File: src/rtl/intc_pkg.sv
// rtl/intc_pkg.sv - shared constants, state encoding and helpers for intc_n
package intc_pkg;

    // Register word offsets, i.e. input_addr[4:2]
    localparam logic [2:0] OFS_PENDING = 3'd0;
    localparam logic [2:0] OFS_ENABLE  = 3'd1;
    localparam logic [2:0] OFS_MODE    = 3'd2;
    localparam logic [2:0] OFS_STATUS  = 3'd3;
    localparam logic [2:0] OFS_EOI     = 3'd4;

    typedef enum logic [1:0] {
        IDLE    = 2'd0,
        REQ     = 2'd1,
        SERVICE = 2'd2
    } state_t;

    // Ceiling log2 for elaboration-time width computation
    function automatic int clog2(input int value);
        int r;
        r = 0;
        for (int i = 0; i < 32; i++) begin
            if ((1 << r) < value) begin
                r = r + 1;
            end
        end
        return r;
    endfunction

endpackage

File: src/rtl/intc_n_priority_encoder.sv
// rtl/intc_n_priority_encoder.sv - lowest-index-wins priority encoder
module priority_encoder_n
    import intc_pkg::*;
#(
    parameter int N_CH = 8,
    localparam int IDW = (clog2(N_CH) < 1) ? 1 : clog2(N_CH)
) (
    input  logic [N_CH-1:0] interrupts,
    output logic [IDW-1:0]  y,
    output logic            any
);

    // Scan from the top down so the lowest set index is the last assignment
    always_comb begin
        y   = '0;
        any = 1'b0;
        for (int i = N_CH - 1; i >= 0; i--) begin
            if (interrupts[i]) begin
                y   = IDW'(i);
                any = 1'b1;
            end
        end
    end

endmodule

File: src/rtl/intc_n.sv
// rtl/intc_n.sv - N-channel interrupt controller with register file and IACK/EOI handshake
module intc_n
    import intc_pkg::*;
#(
    parameter int N_CH = 8,
    parameter int AW   = 32,
    parameter int DW   = 32,
    localparam int IDW = (clog2(N_CH) < 1) ? 1 : clog2(N_CH)
) (
    input  logic               clk,
    input  logic               rst,
    input  logic [N_CH-1:0]    done,
    input  logic [N_CH*DW-1:0] isr_vec,
    input  logic [AW-1:0]      input_addr,
    input  logic [DW-1:0]      write_data,
    input  logic               write_enable,
    input  logic               IACK,
    output logic               IRQ,
    output logic [DW-1:0]      isr_addr,
    output logic [IDW-1:0]     irq_id,
    output logic               in_service,
    output logic [DW-1:0]      read_data
);

    state_t            state_q, state_d;
    logic [N_CH-1:0]   done_q, done_d;
    logic [N_CH-1:0]   pending_q, pending_d;   // edge-latched bits only
    logic [N_CH-1:0]   enable_q, enable_d;
    logic [N_CH-1:0]   mode_q, mode_d;         // 1 = edge, 0 = level
    logic              irq_q, irq_d;
    logic              in_service_q, in_service_d;
    logic [IDW-1:0]    irq_id_q, irq_id_d;
    logic [DW-1:0]     isr_addr_q, isr_addr_d;

    logic [2:0]        ofs;
    logic              wr_pending, wr_enable, wr_mode, wr_eoi;
    logic [N_CH-1:0]   pending_eff, eligible, iack_clr;
    logic [IDW-1:0]    win_id;
    logic              win_any;
    logic              unused_bits;

    assign ofs        = input_addr[4:2];
    assign wr_pending = write_enable && (ofs == OFS_PENDING);
    assign wr_enable  = write_enable && (ofs == OFS_ENABLE);
    assign wr_mode    = write_enable && (ofs == OFS_MODE);
    assign wr_eoi     = write_enable && (ofs == OFS_EOI);

    // Level channels bypass the latch and follow their request line directly
    assign pending_eff = (mode_q & pending_q) | (~mode_q & done);
    assign eligible    = pending_eff & enable_q;

    assign unused_bits = ^{input_addr[AW-1:5], input_addr[1:0], write_data};

    priority_encoder_n #(.N_CH(N_CH)) u_prio (
        .interrupts (eligible),
        .y          (win_id),
        .any        (win_any)
    );

    // Register file next state; a set on the same cycle as a clear wins,
    // and level-mode bits are held at zero so a switch to edge starts clean
    always_comb begin
        logic [N_CH-1:0] clr;
        logic [N_CH-1:0] set;
        done_d   = done;
        enable_d = wr_enable ? write_data[N_CH-1:0] : enable_q;
        mode_d   = wr_mode   ? write_data[N_CH-1:0] : mode_q;
        clr      = (wr_pending ? write_data[N_CH-1:0] : '0) | iack_clr;
        set      = done & ~done_q;
        pending_d = ((pending_q & ~clr) | set) & mode_q;
    end

    // Service FSM: latch a winner, wait for IACK, then wait for EOI
    always_comb begin
        state_d      = state_q;
        irq_d        = irq_q;
        in_service_d = in_service_q;
        irq_id_d     = irq_id_q;
        isr_addr_d   = isr_addr_q;
        iack_clr     = '0;
        case (state_q)
            IDLE: begin
                if (win_any) begin
                    irq_id_d   = win_id;
                    isr_addr_d = isr_vec[int'(win_id)*DW +: DW];
                    irq_d      = 1'b1;
                    state_d    = REQ;
                end
            end
            REQ: begin
                if (!eligible[irq_id_q]) begin
                    irq_d   = 1'b0;
                    state_d = IDLE;
                end else if (IACK) begin
                    irq_d        = 1'b0;
                    in_service_d = 1'b1;
                    iack_clr     = N_CH'(1) << irq_id_q;
                    state_d      = SERVICE;
                end
            end
            SERVICE: begin
                if (wr_eoi) begin
                    in_service_d = 1'b0;
                    state_d      = IDLE;
                end
            end
            default: begin
                irq_d        = 1'b0;
                in_service_d = 1'b0;
                state_d      = IDLE;
            end
        endcase
    end

    // State registers with asynchronous reset
    always_ff @(posedge clk or posedge rst) begin
        if (rst) begin
            state_q      <= IDLE;
            done_q       <= '0;
            pending_q    <= '0;
            enable_q     <= '1;
            mode_q       <= '1;
            irq_q        <= 1'b0;
            in_service_q <= 1'b0;
            irq_id_q     <= '0;
            isr_addr_q   <= '0;
        end else begin
            state_q      <= state_d;
            done_q       <= done_d;
            pending_q    <= pending_d;
            enable_q     <= enable_d;
            mode_q       <= mode_d;
            irq_q        <= irq_d;
            in_service_q <= in_service_d;
            irq_id_q     <= irq_id_d;
            isr_addr_q   <= isr_addr_d;
        end
    end

    // Combinational register read; unused bits and offsets read zero
    always_comb begin
        read_data = '0;
        case (ofs)
            OFS_PENDING: read_data[N_CH-1:0] = pending_eff;
            OFS_ENABLE:  read_data[N_CH-1:0] = enable_q;
            OFS_MODE:    read_data[N_CH-1:0] = mode_q;
            OFS_STATUS: begin
                read_data[0]       = irq_q;
                read_data[1]       = in_service_q;
                read_data[8 +: IDW] = irq_id_q;
            end
            default: read_data = '0;
        endcase
    end

    assign IRQ        = irq_q;
    assign isr_addr   = isr_addr_q;
    assign irq_id     = irq_id_q;
    assign in_service = in_service_q;

endmodule

File: config.mk
export PLATFORM = sky130hd
export DESIGN_NAME = intc_n
export DESIGN_NICKNAME = d
export VERILOG_FILES = /design/src/rtl/intc_pkg.sv /design/src/rtl/intc_n_priority_encoder.sv /design/src/rtl/intc_n.sv
export SDC_FILE = /design/constraint.sdc
export NUM_CORES = 1
export LEC_CHECK = 0
export BUFFER_PORTS_ARGS = -buffer_cell sky130_fd_sc_hd__buf_2
export CORE_AREA = 2 2 157 159
export CTS_BUF_LIST = sky130_fd_sc_hd__clkbuf_4 sky130_fd_sc_hd__clkbuf_8 sky130_fd_sc_hd__clkbuf_16
export DETAILED_ROUTE_END_ITERATION = 8
export DIE_AREA = 0 0 159 161
export HOLD_SLACK_MARGIN = 0.15
export SETUP_SLACK_MARGIN = 0.2
export SLEW_MARGIN = 20
export SYNTH_ARGS = -nofsm -noshare
export SYNTH_HDL_FRONTEND = slang
export SYNTH_SLANG_ARGS = --single-unit
File: constraint.sdc
create_clock -name clk -period 2.7 [get_ports clk]
set_input_delay 0.135 -clock clk [delete_from_list [all_inputs] [get_ports clk]]
set_output_delay 0.135 -clock clk [all_outputs]
set_load 0.02 [all_outputs]
-- Word level (Yosys, flattened, before mapping)
Cells that the tools add are included.
- order comparisons: 1
- eq/ne operators: 11
- shifts and indexed selects: 2
- mux-type cells: 38
- bitwise gates (word level): 14
- reductions and logical operators: 10
- operator list (operator ; number):
    256-bit by 9-bit indexed part select with 32-bit output ; 1
    8-bit bitwise AND ; 6
    8-bit two-way mux ; 4
    3-bit two-way mux ; 9
    8-bit NOT ; 3
    8-bit bitwise OR ; 3
    6-bit one-hot mux with 3 select lines ; 1
    1-bit two-way mux ; 15
    2-bit two-way mux ; 4
    2-bit one-hot mux with 4 select lines ; 1
    1-bit by 3-bit left shift with 8-bit output (first input constant) ; 1
    3-bit by 2-bit == test with 1-bit output (second input constant) ; 2
    2-bit inequality test (second input constant) ; 3
    1-bit one-hot mux with 3 select lines ; 2
    2-bit one-hot mux with 3 select lines ; 1
    3-bit AND reduction ; 2
    1-bit logical AND ; 4
    3-bit by 4-bit less-than comparator with 1-bit output (second input constant) ; 1
    4-bit AND reduction ; 1
    1-bit binary-select mux with 3-bit select ; 1
    3-bit by 1-bit == test with 1-bit output (second input constant) ; 1
    3-bit == test (second input constant) ; 1
    3-bit zero test ; 1
    3-bit inequality test (second input constant) ; 1
    6 further kinds ; 7
- bits in registers: 71
- input port bits: 332

-- Logic depth before layout (Yosys ltp)
Gate-level depths: netlist of run 1.
- word-level depth: 14
- mapped depth: 9
- gate-level depth less buffers: 7

-- Modules after synthesis
A second synthesis of run 1 with hierarchy kept.
- cells, all modules: 486
- area, all modules: 5358.9 µm²
- modules (own cells, without submodules) (module ; instances ; cells each ; area each (µm²)):
    intc_n ; 1 ; 473 ; 5278.8
    priority_encoder_n ; 1 ; 13 ; 80.1

-- Worst setup path after synthesis of run 1
OpenSTA, ideal clock, no wires.
- path type: reg-to-reg
- from: register mode_q[5]
- to: register isr_addr_q[19] (netlist: isr_addr[19])
- setup time: 0.131 ns
- data arrival time: 2.412 ns
- required time: 2.569 ns
- setup slack: 0.157 ns
- stages on the path, launching flop included: 9
- buffers on the path: 1
- period minus slack after synthesis: 2.543 ns
- cells stage by stage: dfstp_2 -> mux2_1 -> a22oi_1 -> a21bo_2 -> a21oi_4 -> buf_2 -> mux2_2 -> a222oi_1 -> nand2_1
- cells in the longest elaborated chain, start to end: 11
- elaborated cells between the ends (all ways): 19
- those cells by class: shift (1); mux (12); bitwise (5); reduce/logical (1)
- ends and longest elaborated chain (element ; line ; RTL):
    start, declared ; intc_n.sv:29 ; logic [N_CH-1:0] mode_q, mode_d;
    start signal, assigned ; intc_n.sv:132 ; mode_q <= mode_d;
    8-bit NOT ; intc_n.sv:49 ; assign pending_eff = (mode_q & pending_q) | (~mode_q & done);
    8-bit bitwise AND ; intc_n.sv:49 ;
    8-bit bitwise OR * ; intc_n.sv:49 ;
    8-bit bitwise AND * ; intc_n.sv:50 ; assign eligible = pending_eff & enable_q;
    3-bit two-way mux or 1-bit two-way mux (tied branches) (6 in a row) ; intc_n_priority_encoder.sv:18 ; if (interrupts[i]) begin
    256-bit by 9-bit indexed part select with 32-bit output or 2-bit AND reduction (tied branches) ; - ;
    end signal, assigned ; intc_n.sv:136 ; isr_addr_q <= isr_addr_d;
    end, declared ; intc_n.sv:33 ; logic [DW-1:0] isr_addr_q, isr_addr_d;
Every way passes the cells marked *; elsewhere a longest branch is shown, timed or not.
A chain may end at the register's enable or synchronous reset.

-- Final worst setup path of run 1
- from: register mode_q[5]
- to: register isr_addr_q[31] (netlist: isr_addr[31])
Same word-level chain as after synthesis.

==> metrics.json, run 1 <==
{
  "most_common_cell_type_on_the_critical_path": "sky130_fd_sc_hd__mux2_4",
  "track_usage_pct": 17.2,
  "clock.fmax_mhz": 374,
  "layout.cells.most_common_list": "sky130_fd_sc_hd__buf_2 (326), sky130_fd_sc_hd__dlygate4sd3_1 (111), sky130_fd_sc_hd__mux2i_1 (73)",
  "timing.critical_path.fanout_max": 7,
  "detailroute.via_count": 6195,
  "timing.slew.headroom_pct": 47.3,
  "yosysSeqAreaShare_pct": 33.2,
  "power.share.switching_pct": 40.8,
  "fin_area_mm2": 0.00961,
  "die_width_um": 159,
  "outcome": "complete, no violations",
  "grt_pass1_wl_mm": 34.4,
  "min_path_type": "in -> reg",
  "tritoncts": "yes",
  "finalWeightedCongestion": 0.796,
  "min_period_over_period_pct": 99.1,
  "endpoint_kind": "flip-flop",
  "p_comb_share_pct": 62.0,
  "htree_num_levels": 3,
  "power.share.sequential_pct": 22.5,
  "detail-route-antenna-nets": 0,
  "cp_top_family": "compound AO/OA/AOI/OAI gates",
  "timing_hold_violations_final": 0,
  "final-setup-viol-count": 0,
  "drc": 0,
  "grt_overflow": 0,
  "port_buffers": 326,
  "die_area_mm2": 0.0256,
  "syn_area_mm2": 0.00541,
  "postSynth.topFlopCell": "sky130_fd_sc_hd__dfrtp_1",
  "asyncSetResetFlopFracSynth_pct": 100,
  "detailedRoute.firstIterationViolations": 522,
  "criticalPathCategory": "reg -> reg",
  "postPlaceCellArea_mm2": 0.00764,
  "synth_warnings": 0,
  "clk-insertion-delay-late_ns": 0.34,
  "vias_per_cell": 4.69,
  "pin_count_of_the_biggest_net_entering_global_routing": 33,
  "route.final.wire_length_mm": 24.1,
  "worst_clock_skew_ns": 0.00608,
  "synth.lib_cells_used.distinct": 55,
  "clk_pin_slew_worst_paths_ns": 0.06,
  "drt-wirelength-per-cell_um": 18.2,
  "leakage_nw": 4.60,
  "dpl.hpwl_mm": 16.0,
  "drive_gt1_share_pct": 53.0,
  "period_needed_ns": 2.68,
  "firstDrtPassIters": 5,
  "critical_path_top_delay_cell": "sky130_fd_sc_hd__dfstp_2",
  "die_height_um": 161,
  "num-nets-final": 1324,
  "cp_data_arrival_time_ns": 2.89,
  "timing_worst_slew_pin_value_ns": 0.790,
  "io_pins": 401,
  "worstPathCellList": "mux2_4, a22oi_2, a21bo_2, a21oi_4, buf_12, buf_16, buf_4, mux2_4, a222oi_1, nand2_1",
  "vias_in_the_first_global_route": 6517,
  "timing.critical_path.buf_inv": 3,
  "worst_path_largest_cell_delay_ns": 0.54,
  "utilization_pct": 40.1,
  "cell_internal_power_mw": 4.65,
  "cp_data_required_time_ns": 2.92,
  "ant_cells": 0,
  "cts_buffers": 9,
  "tritoncts_num_sinks": 71,
  "fillerInstances": 2350,
  "power_density_mw_per_mm2": 817,
  "number_of_buffers_between_clock_root_and_the_deepest_sink": 2,
  "worst_setup_path_start_kind": "flip-flop",
  "pwr-share-clk_pct": 15.5,
  "unrepaired_setup_endpoints_after_global_routing": "true",
  "p_sw_mw": 3.20,
  "final-max-slew-violation-count": 0,
  "ir_drop_mv": 0.340,
  "core_area_mm2": 0.0240,
  "ctsRootBufferMaster": "sky130_fd_sc_hd__clkbuf_16",
  "initial_utilization_pct": 22.6,
  "synth-edff-count": 0,
  "ys_ff_latch": 71,
  "layout_commonest_cell": "sky130_fd_sc_hd__buf_2",
  "synthToLayoutAreaGrowth_pct": 77.6,
  "final.hold.worst_slack_ns": 0.165,
  "maxCapViolations": 0,
  "synth.avg_cell_area_um2": 10.4,
  "synth_cells": 519,
  "antenna_violations_before_repair": 0,
  "std_cell_rows": 57
}
-- layout make-up --
cell class	count	area (um^2)	area share [%]
flip-flops and latches	71	1800	18.7
inverters	10	38.8	0.404
clock buffers	10	233	2.42
repair buffers	500	3510	36.6
multi-input cells	400	3560	37.1
clock inverters	5	60.1	0.625
well taps	324	405	4.22
-- metal layers --
| metal | GRT usage [%] | wire, um | vias up |
|---|---|---|---|
| met5 | 0 | 0 | - |
| met4 | 5.95 | 499 | 0 |
| met2 | 31.3 | 12400 | 309 |
| li1 | - | - | 2906 |
| met3 | 3.39 | 1540 | 40 |
| met1 | 20.1 | 9650 | 2940 |
-- synth_stat cells, types with 4 or more instances --
library cell / count / area, um^2
sky130_fd_sc_hd__buf_4: 28 / 210
sky130_fd_sc_hd__nor2b_1: 7 / 43.8
sky130_fd_sc_hd__a21oi_1: 4 / 20.0
sky130_fd_sc_hd__o221ai_1: 7 / 61.3
sky130_fd_sc_hd__buf_2: 12 / 60.1
sky130_fd_sc_hd__and2_1: 6 / 37.5
sky130_fd_sc_hd__dfstp_2: 16 / 420
sky130_fd_sc_hd__mux2_2: 71 / 800
sky130_fd_sc_hd__o21ai_0: 16 / 80.1
sky130_fd_sc_hd__a222oi_1: 25 / 250
sky130_fd_sc_hd__inv_1: 10 / 37.5
sky130_fd_sc_hd__o22a_1: 25 / 219
sky130_fd_sc_hd__a32oi_1: 4 / 35.0
sky130_fd_sc_hd__dfrtp_1: 55 / 1380
sky130_fd_sc_hd__mux2i_1: 73 / 731
sky130_fd_sc_hd__nand3_1: 6 / 30.0
sky130_fd_sc_hd__a22oi_1: 10 / 75.1
sky130_fd_sc_hd__o221a_2: 7 / 78.8
sky130_fd_sc_hd__a22o_1: 6 / 52.6
sky130_fd_sc_hd__nand2b_1: 13 / 81.3
sky130_fd_sc_hd__clkbuf_1: 14 / 52.6
sky130_fd_sc_hd__nand2_1: 54 / 203
sky130_fd_sc_hd__o311ai_1: 4 / 35.0
sky130_fd_sc_hd__nor2_1: 6 / 22.5
sky130_fd_sc_hd__a21boi_1: 4 / 30.0
-- cell families (layout without fill, tap and decap cells) --
family	Yosys count	after routing	synth area share, %
multiplexers	149	149	29.8
AO/OA/AOI/OAI	126	126	19.7
AND/OR/NAND/NOR	104	104	10.0
flip-flops	71	71	33.2
buffers and inverters	68	525	7.21
other	1	21	0.0693
-- worst paths after layout --
path                       slack, ns                     start                  endpoint  depth (start not counted)
setup reg to reg                0.02     mode_q[5]$_DFFE_PP1P_  isr_addr[31]$_DFFE_PP0P_                         10
hold / removal                  0.17               isr_vec[63]  isr_addr[31]$_DFFE_PP0P_                          4
setup / recovery                0.02     mode_q[5]$_DFFE_PP1P_  isr_addr[31]$_DFFE_PP0P_                         10
hold reg to reg                 0.49  isr_addr[31]$_DFFE_PP0P_  isr_addr[31]$_DFFE_PP0P_                          2
max in group asynchronous       1.63                       rst     mode_q[1]$_DFFE_PP1P_                          4
min in group asynchronous       0.32                       rst     irq_id[0]$_DFFE_PP0P_                          3
-- metrics by stage --
step | total power, mW | TNS (ns) | cells | worst slack (ns)
6_report | 7.85 | 0 | 1320 | 0.0247
5_1_grt | 8.32 | -1.63 | 1320 | -0.115
4_1_cts | 7.45 | 0 | 1308 | 0.0132
3_5_place_dp | 5.88 | -0.463 | 1177 | -0.0551
3_3_place_gp | 5.81 | -0.107 | 1177 | -0.0252
2_1_floorplan | 4.36 | 0 | 539 | 0.157
-- state kept, by name, summed over array words and instances (netlist names) --
signal	cells
IRQ	1
state_q	2
mode_q	8
in_service	1
done_q	8
irq_id	3
isr_addr	32
pending_q	8
enable_q	8
-- worst register-to-register path, stage by stage (launching register included) --
cell,delay (ns)
sky130_fd_sc_hd__dfstp_2,0.54
sky130_fd_sc_hd__mux2_4,0.31
sky130_fd_sc_hd__a22oi_2,0.19
sky130_fd_sc_hd__a21bo_2,0.26
sky130_fd_sc_hd__a21oi_4,0.19
sky130_fd_sc_hd__buf_12,0.14
sky130_fd_sc_hd__buf_16,0.13
sky130_fd_sc_hd__buf_4,0.11
sky130_fd_sc_hd__mux2_4,0.32
sky130_fd_sc_hd__a222oi_1,0.29
sky130_fd_sc_hd__nand2_1,0.08
-- power groups by stage --
stage	Clock (mW)	Combinational, mW	Sequential, mW
after floorplan	0	2.33	2.02
after global placement	0	4.05	1.76
after detailed placement	0	4.11	1.77
after CTS	1.28	4.41	1.76
after global routing	1.31	5.20	1.81
final	1.22	4.86	1.76
-- what timing repair did --
item | 4_1_cts | 5_1_grt
pin swaps | 13 | 44
gates resized for setup | 14 | 56
hold buffers | 111 | 0
setup buffers | 4 | 9
gates cloned | 1 | 3
setup endpoints to repair | 32 | 32
hold endpoints to repair | 82 | 0
(Power assumes the default switching activity.)
==> inputs of run 2 (changes only) <==
==> constraint.sdc (replaced) <==
create_clock -name clk -period 2.3 [get_ports clk]
set_input_delay 0.115 -clock clk [delete_from_list [all_inputs] [get_ports clk]]
set_output_delay 0.115 -clock clk [all_outputs]
set_load 0.02 [all_outputs]
==> metrics.json, run 2 (synthesis results as in run 1) <==
{
  "outcome": "complete, but fails checks",
  "dpl.hpwl_mm": 16.4,
  "final-setup-viol-count": 36,
  "timing.critical_path.fanout_max": 15,
  "number_of_buffers_between_clock_root_and_the_deepest_sink": 2,
  "detailedRoute.firstIterationViolations": 523,
  "detailroute.via_count": 6383,
  "firstDrtPassIters": 6,
  "io_pins": 401,
  "core_area_mm2": 0.0240,
  "min_delay_worst_endpoint": "isr_addr[31]$_DFFE_PP0P_",
  "final-max-slew-violation-count": 0,
  "port_buffers": 326,
  "die_area_mm2": 0.0256,
  "hold_path_depth": 4,
  "std_cell_rows": 57,
  "combined_flip_flop_and_latch_cell_area_mm2": 0.00180,
  "tritoncts": "yes",
  "die_height_um": 161,
  "leakage_nw": 4.77,
  "finalWeightedCongestion": 0.857,
  "worst_setup_path_start_kind": "flip-flop",
  "cts_buffers": 9,
  "grt_overflow": 0,
  "track_usage_pct": 17.9,
  "timing_worst_slew_pin_value_ns": 0.652,
  "vias_per_cell": 4.70,
  "largest_reg_flops": 32,
  "rr_worst_depth": 9,
  "ctsRootBufferMaster": "sky130_fd_sc_hd__clkbuf_16",
  "timing.slew.headroom_pct": 56.5,
  "worst_hold_startpoint": "isr_vec[127]",
  "die_width_um": 159,
  "cp_data_arrival_time_ns": 2.91,
  "clk-insertion-delay-late_ns": 0.34,
  "cp_data_required_time_ns": 2.52,
  "pin_count_of_the_biggest_net_entering_global_routing": 38,
  "power_density_mw_per_mm2": 952,
  "htree_num_levels": 3,
  "tritoncts_num_sinks": 71,
  "ant_cells": 0,
  "clock.fmax_mhz": 371,
  "worst_r2r_endpoint": "isr_addr[17]$_DFFE_PP0P_",
  "min_period_over_period_pct": 117,
  "min_path_type": "in -> reg",
  "dp_worst_setup_slack_ns": -0.321,
  "detail-route-antenna-nets": 0,
  "reg2reg_from": "mode_q[5]$_DFFE_PP1P_",
  "num-nets-final": 1362,
  "vias_in_the_first_global_route": 6809,
  "unrepaired_setup_endpoints_after_global_routing": "true",
  "final.hold.worst_slack_ns": 0.152,
  "report.power.total_mw": 9.52,
  "period_needed_ns": 2.69,
  "initial_utilization_pct": 22.6,
  "maxCapViolations": 0,
  "setup_slack_reg_to_reg_ns": -0.39,
  "ir_drop_mv": 0.427,
  "drt-wirelength-per-cell_um": 18.0,
  "fillerInstances": 2285,
  "route.final.wire_length_mm": 24.5,
  "clk_pin_slew_worst_paths_ns": 0.07,
  "criticalPathCategory": "reg -> reg",
  "fin_ws_ns": -0.394,
  "antenna_violations_before_repair": 0,
  "layout_commonest_cell": "sky130_fd_sc_hd__buf_2",
  "drc": 0,
  "timing_hold_violations_final": 0,
  "endpoint_kind": "flip-flop",
  "drive_gt1_share_pct": 53.4,
  "violated_checks": "setup timing",
  "grt_pass1_wl_mm": 35.9,
  "multi_input_comb_area_mm2": 0.00360,
  "worst_clock_skew_ns": 0.00644,
  "setup_total_neg_slack_ns": -10.55,
  "layout.cells.most_common_list": "sky130_fd_sc_hd__buf_2 (326), sky130_fd_sc_hd__dlygate4sd3_1 (138), sky130_fd_sc_hd__mux2i_1 (72)",
  "synthToLayoutAreaGrowth_pct": 84.7
}
[run 2: cell type report]
type	instances	share of cell area, %
Timing Repair Buffer	538	38.1
Clock inverter	6	1.16
Clock buffer	10	2.33
Inverter	10	0.388
Multi-Input combinational cell	400	36.0
Sequential cell	71	18.0
Tap cell	324	4.05
[run 2: timing repair]
item | CTS | global route
hold buffers | 138 | 0
buffers inserted | 4 | 5
pin swaps | 12 | 16
cloned | 0 | 3
setup endpoints to repair | 45 | 45
resized for setup | 25 | 28
endpoints found under the hold margin | 88 | 0
[run 2: worst max-delay path, cell delays in order, from the launching register on]
cell,delay [ns]
sky130_fd_sc_hd__dfstp_2,0.54
sky130_fd_sc_hd__mux2_4,0.30
sky130_fd_sc_hd__a22oi_2,0.17
sky130_fd_sc_hd__a21bo_2,0.27
sky130_fd_sc_hd__a21oi_4,0.22
sky130_fd_sc_hd__buf_4,0.18
sky130_fd_sc_hd__clkbuf_16,0.19
sky130_fd_sc_hd__mux2_2,0.34
sky130_fd_sc_hd__a222oi_1,0.27
sky130_fd_sc_hd__nand2_1,0.08
[run 2: worst max path at each step]
stage,startpoint,endpoint,cells past startpoint
final,mode_q[5]$_DFFE_PP1P_,isr_addr[17]$_DFFE_PP0P_,9
after global routing,mode_q[5]$_DFFE_PP1P_,isr_addr[13]$_DFFE_PP0P_,9
after CTS,mode_q[5]$_DFFE_PP1P_,isr_addr[0]$_DFFE_PP0P_,9
after detailed placement,mode_q[5]$_DFFE_PP1P_,isr_addr[0]$_DFFE_PP0P_,9
after global placement,mode_q[5]$_DFFE_PP1P_,isr_addr[0]$_DFFE_PP0P_,9
after floorplan,mode_q[5]$_DFFE_PP1P_,isr_addr[19]$_DFFE_PP0P_,8
[run 2: per-layer routing]
metal	vias to the layer above	global-route usage [%]	routed length, um
li1	2983	-	-
met1	2996	20.6	9720
met2	340	31.9	12200
met3	64	4.11	1730
met4	0	8.02	813
met5	-	0	0
[run 2: per-stage QoR]
stage / std cells / utilization (%) / area, um^2
2_1_floorplan: 539 / - / 5540
3_3_place_gp: 1193 / 32.7 / 7850
3_5_place_dp: 1193 / 32.7 / 7850
4_1_cts: 1351 / 40.7 / 9750
5_1_grt: 1359 / 41.7 / 10000
6_report: 1359 / 41.7 / 10000
[run 2: where the power goes]
part           internal, mW  leakage (nW)  total, mW  switching, mW
clock network          1.08         0.171       1.71          0.628
logic                  2.90          3.75       5.72           2.82
registers              1.73         0.851       2.09          0.357
total                  5.72          4.77       9.52           3.81
